$ cat src/rtl/mem_rd_ctrl_pkg.sv
// ---------------------------------------------------------------------------
// mem_ctrl_pkg
// Shared types and constants for the packet-buffer read-side controller.
//   rd_state_t  : read FSM states (IDLE -> READ -> CLEAR -> IDLE)
//   RAM_RD_LAT  : buffer RAM read latency in cycles (q valid the cycle after rden)
//   SKID_DEPTH  : number of entries in the read-return skid FIFO
// ---------------------------------------------------------------------------
package mem_ctrl_pkg;

    typedef enum logic [1:0] {
        IDLE  = 2'd0,
        READ  = 2'd1,
        CLEAR = 2'd2
    } rd_state_t;

    localparam int RAM_RD_LAT = 1;
    localparam int SKID_DEPTH = 2;

endpackage

$ cat src/rtl/mem_rd_ctrl_if.sv
// ---------------------------------------------------------------------------
// mem_rd_ctrl_if
// Packet stream between the read-side controller and the downstream sink.
//   data  : stream word
//   val   : word valid
//   sop   : first word of packet (qualified by val)
//   eop   : last word of packet (qualified by val)
//   ready : sink accepts; a transfer happens when val & ready
// Modports: master = packet source (controller), slave = packet sink.
// ---------------------------------------------------------------------------
interface mem_rd_ctrl_if #(
    parameter int DWIDTH = 8
);

    logic [DWIDTH-1:0] data;
    logic              val;
    logic              sop;
    logic              eop;
    logic              ready;

    modport master (
        output data,
        output val,
        output sop,
        output eop,
        input  ready
    );

    modport slave (
        input  data,
        input  val,
        input  sop,
        input  eop,
        output ready
    );

endinterface

$ cat src/rtl/mem_rd_ctrl_skid.sv
// ---------------------------------------------------------------------------
// mem_rd_skid
// Two-entry FIFO that catches RAM read data so the stream can stall without
// losing words that are already in flight from the registered RAM.
//   clk_i, arst_n_i : clock, asynchronous active-low reset
//   wr_i, data_i    : push one word
//   rd_i            : pop the head word (only when not empty)
//   data_o          : head word (0 after reset)
//   empty_o         : no words stored
//   usedw_o         : number of words stored (0..2)
// ---------------------------------------------------------------------------
module mem_rd_skid #(
    parameter int DWIDTH = 8
) (
    input  logic              clk_i,
    input  logic              arst_n_i,
    input  logic              wr_i,
    input  logic [DWIDTH-1:0] data_i,
    input  logic              rd_i,
    output logic [DWIDTH-1:0] data_o,
    output logic              empty_o,
    output logic [1:0]        usedw_o
);

    logic [DWIDTH-1:0] mem_q [2];
    logic              wr_ptr_q;
    logic              rd_ptr_q;
    logic [1:0]        count_q;

    always_ff @(posedge clk_i or negedge arst_n_i) begin
        if (!arst_n_i) begin
            mem_q[0] <= '0;
            mem_q[1] <= '0;
            wr_ptr_q <= 1'b0;
            rd_ptr_q <= 1'b0;
            count_q  <= 2'd0;
        end else begin
            if (wr_i) begin
                mem_q[wr_ptr_q] <= data_i;
                wr_ptr_q        <= ~wr_ptr_q;
            end
            if (rd_i) begin
                rd_ptr_q <= ~rd_ptr_q;
            end
            case ({wr_i, rd_i})
                2'b10:   count_q <= count_q + 2'd1;
                2'b01:   count_q <= count_q - 2'd1;
                default: count_q <= count_q;
            endcase
        end
    end

    assign data_o  = mem_q[rd_ptr_q];
    assign empty_o = (count_q == 2'd0);
    assign usedw_o = count_q;

endmodule

$ cat src/rtl/mem_rd_ctrl.sv
// ---------------------------------------------------------------------------
// mem_rd_ctrl
// Read-side controller for the single-packet buffer RAM. When the write side
// reports a stored packet it reads the words out in address order, streams
// them with sop/eop/val and ready back-pressure, then pulses clr_o so the
// write side can reset its address and busy flag.
//   clk_i, arst_n_i : clock, asynchronous active-low reset
//   busy_i          : write side holds a complete packet
//   wraddr_i        : number of stored words (0 means a full 2**AWIDTH)
//   rden_o/rdaddr_o : RAM read port request
//   rddata_i        : RAM q, valid the cycle after rden_o
//   strm            : packet stream towards the sink (master side)
//   clr_o           : one-cycle pulse after the last transfer
//   rd_busy_o       : high from leaving IDLE through the CLEAR cycle
// ---------------------------------------------------------------------------
module mem_rd_ctrl
    import mem_ctrl_pkg::*;
#(
    parameter int AWIDTH = 4,
    parameter int DWIDTH = 8
) (
    input  logic              clk_i,
    input  logic              arst_n_i,
    input  logic              busy_i,
    input  logic [AWIDTH-1:0] wraddr_i,
    output logic              rden_o,
    output logic [AWIDTH-1:0] rdaddr_o,
    input  logic [DWIDTH-1:0] rddata_i,
    output logic              clr_o,
    output logic              rd_busy_o,
    mem_rd_ctrl_if.master     strm
);

    localparam logic [AWIDTH:0] FULL_LEN = {1'b1, {AWIDTH{1'b0}}};
    localparam logic [AWIDTH:0] LEN_ONE  = (AWIDTH+1)'(1);

    rd_state_t         state_q;
    logic [AWIDTH:0]   len_q;
    logic [AWIDTH:0]   issued_q;
    logic [AWIDTH:0]   sent_q;
    logic [AWIDTH-1:0] rdaddr_q;
    logic              rd_vld_q;
    logic              clr_q;
    logic              rd_busy_q;

    logic [DWIDTH-1:0] head_data;
    logic              fifo_empty;
    logic [1:0]        fifo_used;
    logic              val;
    logic              pop;
    logic              rden;
    logic              last_xfer;
    logic [2:0]        occupancy;

    // Words already committed to the skid FIFO once this cycle settles:
    // stored entries plus the RAM word arriving now, minus the word leaving.
    // Counting the pop lets a new read issue every cycle while the sink is
    // ready, yet the FIFO can never be pushed past two entries on a stall.
    assign occupancy = {1'b0, fifo_used} + {2'b00, rd_vld_q} - {2'b00, pop};
    assign rden      = (state_q == READ) && (issued_q < len_q)
                       && (occupancy < 3'(SKID_DEPTH));

    assign val       = (state_q == READ) && !fifo_empty;
    assign pop       = val && strm.ready;
    assign last_xfer = pop && strm.eop;

    assign strm.data = head_data;
    assign strm.val  = val;
    assign strm.sop  = val && (sent_q == '0);
    assign strm.eop  = val && (sent_q == (len_q - LEN_ONE));

    assign rden_o    = rden;
    assign rdaddr_o  = rdaddr_q;
    assign clr_o     = clr_q;
    assign rd_busy_o = rd_busy_q;

    // RAM q arrives RAM_RD_LAT (one) cycle after the request, so the push
    // strobe is simply the read enable delayed by one register.
    mem_rd_skid #(
        .DWIDTH (DWIDTH)
    ) u_skid (
        .clk_i    (clk_i),
        .arst_n_i (arst_n_i),
        .wr_i     (rd_vld_q),
        .data_i   (rddata_i),
        .rd_i     (pop),
        .data_o   (head_data),
        .empty_o  (fifo_empty),
        .usedw_o  (fifo_used)
    );

    // Packet FSM. The length is latched once on entry to READ; busy_i and
    // wraddr_i are ignored until the controller is back in IDLE, and busy_i
    // has already dropped by then because the write side clears on clr_o.
    always_ff @(posedge clk_i or negedge arst_n_i) begin
        if (!arst_n_i) begin
            state_q   <= IDLE;
            len_q     <= '0;
            issued_q  <= '0;
            sent_q    <= '0;
            rdaddr_q  <= '0;
            rd_vld_q  <= 1'b0;
            clr_q     <= 1'b0;
            rd_busy_q <= 1'b0;
        end else begin
            rd_vld_q <= rden;
            clr_q    <= 1'b0;
            case (state_q)
                IDLE: begin
                    if (busy_i) begin
                        len_q     <= (wraddr_i == '0) ? FULL_LEN : {1'b0, wraddr_i};
                        rdaddr_q  <= '0;
                        issued_q  <= '0;
                        sent_q    <= '0;
                        rd_busy_q <= 1'b1;
                        state_q   <= READ;
                    end
                end
                READ: begin
                    // A full-depth packet wraps rdaddr back to 0 after the
                    // final issue; that address is never used.
                    if (rden) begin
                        rdaddr_q <= rdaddr_q + 1'b1;
                        issued_q <= issued_q + 1'b1;
                    end
                    if (pop) begin
                        sent_q <= sent_q + 1'b1;
                    end
                    if (last_xfer) begin
                        clr_q   <= 1'b1;
                        state_q <= CLEAR;
                    end
                end
                CLEAR: begin
                    rd_busy_q <= 1'b0;
                    state_q   <= IDLE;
                end
                default: begin
                    state_q <= IDLE;
                end
            endcase
        end
    end

endmodule

$ cat src/flat_wrapper.sv
// flat-port wrapper written by rule: the top's interface ports become plain ports
module mem_rd_ctrl_flat import mem_ctrl_pkg::*;
#(
    parameter int AWIDTH = 4,
    parameter int DWIDTH = 8
)
  (clk_i, arst_n_i, busy_i, wraddr_i, rden_o, rdaddr_o, rddata_i, clr_o, rd_busy_o, strm_data, strm_val, strm_sop, strm_eop, strm_ready);
  mem_rd_ctrl_if #(.DWIDTH(DWIDTH)) strm_i ();
  input  logic clk_i;
  input  logic arst_n_i;
  input  logic busy_i;
  input  logic [AWIDTH-1:0] wraddr_i;
  output logic rden_o;
  output logic [AWIDTH-1:0] rdaddr_o;
  input  logic [DWIDTH-1:0] rddata_i;
  output logic clr_o;
  output logic rd_busy_o;
  output wire logic [$bits(strm_i.data)-1:0] strm_data;
  output wire logic [$bits(strm_i.val)-1:0] strm_val;
  output wire logic [$bits(strm_i.sop)-1:0] strm_sop;
  output wire logic [$bits(strm_i.eop)-1:0] strm_eop;
  input wire logic [$bits(strm_i.ready)-1:0] strm_ready;
  assign strm_data = strm_i.data;
  assign strm_val = strm_i.val;
  assign strm_sop = strm_i.sop;
  assign strm_eop = strm_i.eop;
  assign strm_i.ready = strm_ready;
  mem_rd_ctrl #(.AWIDTH(AWIDTH), .DWIDTH(DWIDTH)) u_core (.clk_i(clk_i), .arst_n_i(arst_n_i), .busy_i(busy_i), .wraddr_i(wraddr_i), .rden_o(rden_o), .rdaddr_o(rdaddr_o), .rddata_i(rddata_i), .clr_o(clr_o), .rd_busy_o(rd_busy_o), .strm(strm_i));
endmodule
$ cat config.mk
export PLATFORM = sky130hd
export DESIGN_NAME = mem_rd_ctrl_flat
export DESIGN_NICKNAME = d
export VERILOG_FILES = /design/src/rtl/mem_rd_ctrl_pkg.sv /design/src/rtl/mem_rd_ctrl_if.sv /design/src/rtl/mem_rd_ctrl_skid.sv /design/src/rtl/mem_rd_ctrl.sv /design/src/flat_wrapper.sv
export SDC_FILE = /design/constraint.sdc
export NUM_CORES = 1
export LEC_CHECK = 0
export CORE_UTILIZATION = 45
export CTS_BUF_LIST = sky130_fd_sc_hd__clkbuf_16
export DETAILED_ROUTE_END_ITERATION = 10
export PLACE_DENSITY = 0.72
export RECOVER_POWER = 50
export SYNTH_ARGS = -nofsm -noshare
export SYNTH_HDL_FRONTEND = slang
export SYNTH_SLANG_ARGS = --single-unit
$ cat constraint.sdc
create_clock -name clk_i -period 3.5 [get_ports clk_i]
set_input_delay 0.7 -clock clk_i [delete_from_list [all_inputs] [get_ports clk_i]]
set_output_delay 0.7 -clock clk_i [all_outputs]
set_load 0.005 [all_outputs]
==> impl_results.md <==
* Run status: complete, but fails checks
* Fin area at 0.002836 sq mm
* Clock latency at the later pin of the worst-skew pair at 0.28 ns
* Routed WL at 4071 um
* Starting Density at 0.4691
* Placer Congestion at 0.7461
* Clk sinks at 44
* Met2 usage at 0.2928
* Crit path to: rden_o
* Sequential power share at 0.333
* Vias per cell at 5.003
* Post-synthesis xor/xnor area fraction at 0.05929
* Die Area at 0.005209 sq mm
* Reg-to-Reg Start: u_core.state_q[1]
* Drt initial violations at 49
* Crit. End Element: output port
* Worst hold slack at 0.4871 ns
* Worst-case clock skew at 0.004450 ns
* H-tree depth at 2
* # IOs at 34
* Worst Path Arrival at 2.66 ns
* Vias at 1,531
* Die X at 72.17 um
* DRC viols at 0
* Synth area leaders: dfrtp_1, mux2_2, ha_1, nand2_1, mux2i_1
* Slew @ Worst Pin at 2.321 ns
* Sequential cell area fraction in the yosys report at 0.4969
* Initial antenna violation count at 0
* Cells after Synth at 194
* Clk buf depth at 2
* Routed WL per cell at 13.30 um
* Netlist cell types at 34
* Lkg Pwr at 1.303 nW
* RSZ-0062 raised after global routing: no
* R2r worst-path depth at 12
* Core Area at 0.004723 sq mm
* Post-synth top area cell: dfrtp_1
* Most frequent cells after synthesis: dfrtp_1, mux2_2, nand2_1, o21ai_0
* Fill count at 404
* Crit Path Max Fanout at 2
* Final Slew Violations at 45
* Mapped Nets at 220
* Flops & latches, synth at 44
* Fin. Hold Viols at 0
* Critical path launch point type: input port
* Post-DP Area at 0.002664 sq mm
* First-pass GRT wire length at 6982 um
* Die span in y at 72.17 um
* CP startpoint: strm_ready
* Pwr Total at 2.924 mW
* Clock power share at 0.181
* Mux contribution to synthesized area at 0.1536
* Setup TNS at 0 ns
* Worst Hold Class: register to register
* Final core utilization at 0.6005
* Simple-gate share of the synthesized area at 0.1254
* Number of diodes at 0
* Synth warn at 0
* Layout cells sized above 1 at 0.2008
* Most frequent cell after synthesis: dfrtp_1
* Switch Pwr at 1.003 mW
* Worst-path clk slew at 0.06 ns
* Met3 Track Usage GR at 0.02917
* Power per cell area at 1031 mW/mm^2
* Largest net degree at the start of global routing at 45
* Most used routing layer in global routing: met2
* Final setup fails at 0
* Post-synthesis adder-cell area fraction at 0.05985
* Crit path required time at 2.80 ns
* Area taken by multi-input logic gates at 0.001047 sq mm
* Avg Cell Area, Syn at 11.42 sq um
* RR Endpoint: u_core.issued_q[4]
* Mapped Area at 0.002216 sq mm
* Total CTS buffers at 5
* Fmax at 0.2979 GHz
* Tmin final at 3.356 ns
* IO buf count at 33
* Post-synthesis async set-or-reset flop share at 1.000
* Internal power at 1.921 mW
* Sequential Area at 0.001101 sq mm
* Combinational power share at 0.486
* Final ANT Viol Nets at 0
* Tot GR Track Use at 0.1731
* Ys flop type: dfrtp_1
* Area Overhead vs Synth at 28.01%
* Largest family of logic cells by synthesized area: multiplexers
* Sw Ratio at 0.3430
* CTS tree: yes
* Vias in the first global route at 1,511
* EDFF count, synth at 0
* Max VDD drop at 0.5656 mV
* Failing checks: max-capacitance violations, max-slew violations
* Met1 Usage GRT at 0.2302
* Iteration count of the initial detailed-routing pass at 4
* Fin crit share at 0.9590
* R2r setup slk at 0.89 ns
* Setup Crit Path Kind: input port to output port
* Final net count at 264
* Root Driver: clkbuf_16
* Synth top area share at 0.4969
* Rel. slew slack at -0.5476
* Site Rows at 25
* GR Overflow Total at 0
* HPWL Detailed at 2924 um
* Max Cap Viol at 1
* Compound-gate portion of the synthesized area at 0.07453
## how the worst min path moves through the flow
stage	cells past startpoint	endpoint	slack, ns	startpoint
2_1_floorplan	0	u_core.clr_o	0.40	arst_n_i
3_3_place_gp	1	u_core.u_skid.wr_ptr_q	0.48	u_core.u_skid.wr_ptr_q
3_5_place_dp	1	u_core.u_skid.wr_ptr_q	0.48	u_core.u_skid.wr_ptr_q
4_1_cts	1	u_core.u_skid.wr_ptr_q	0.49	u_core.u_skid.wr_ptr_q
5_1_grt	1	u_core.u_skid.wr_ptr_q	0.51	u_core.u_skid.wr_ptr_q
6_report	1	u_core.u_skid.wr_ptr_q	0.49	u_core.u_skid.wr_ptr_q
## area by class of cell
class                   instances  share of cell area
flip-flops and latches         44              0.3882
multi-input cells             134              0.3692
repair buffers                 42              0.1359
clock buffers                   5             0.04411
well taps                      67             0.02955
clock inverters                 3             0.01676
inverters                      11             0.01632
## power by group through the flow
stage                     combinational (mW)  sequential, mW  clock (mW)
after floorplan                        0.913           0.924           0
after global placement                  1.41           0.976           0
after detailed placement                1.43           0.984           0
after CTS                               1.45           0.978       0.543
after global routing                    1.58            1.01       0.559
final                                   1.42           0.973       0.529
## registers in the layout, indices dropped and copies added (netlist names)
signal / flops
u_core.u_skid.rd_ptr_q: 1
u_core.len_q: 5
u_core.u_skid.mem_q: 16
u_core.rdaddr_o: 4
u_core.issued_q: 5
u_core.rd_busy_o: 1
u_core.sent_q: 5
u_core.u_skid.usedw_o: 2
u_core.u_skid.wr_ptr_q: 1
u_core.state_q: 2
u_core.clr_o: 1
u_core.rd_vld_q: 1
## per-layer routing
metal	vias up	part of all wire
li1	766	-
met1	734	0.47
met2	27	0.49
met3	4	0.027
met4	0	0.0098
met5	-	0
## worst max-delay path, cell delays in order
cell	delay, ns
dlygate4sd2_1	0.25
o211a_1	0.15
xnor2_1	0.13
nand2b_1	0.17
fa_1	0.48
nor2b_1	0.12
nand4_1	0.12
a31o_4	0.25
inv_6	0.05
dlygate4sd2_1	0.22
## placed cells by master (no fill, tap or decap), types with 2 or more instances in the layout
cell type,count
dfrtp_1,44
clkdlybuf4s50_1,29
mux2_2,24
nand2_1,23
o21ai_0,10
inv_1,9
ha_1,9
xnor2_1,8
nand4_1,7
xor2_1,7
mux2i_1,7
buf_4,7
nor2_1,5
nand3_1,5
clkbuf_16,5
a21oi_1,4
nor2b_1,3
o2111a_1,3
nand2b_1,2
and3_1,2
nor4_1,2
or2_2,2
clkinv_4,2
clkbuf_1,2
dlygate4sd2_1,2
## cells by family (layout without fill, tap and decap cells)
family                     Yosys count  in the layout
DFF                                 44             44
muxes                               31             31
AOI/OAI and AO/OA                   23             23
xor gates and xnor gates            15             15
and+or+nand+nor                     55             55
buffers and inverters               16             61
adders and majority gates           10             10
## through the flow
step	worst slack, ns	std cells
final	0.1436	306
after global routing	0.06668	306
after CTS	0.1413	306
after detailed placement	-0.3250	297
after global placement	-0.3224	297
after floorplan	0.6088	194
## what timing repair did
| action | CTS | global route |
|---|---|---|
| buffers inserted | 1 | 0 |
| hold buffers | 0 | 0 |
| resized for setup | 2 | 0 |
| endpoints found under the setup margin | 1 | 0 |
Power figures use the tool's default switching activity.
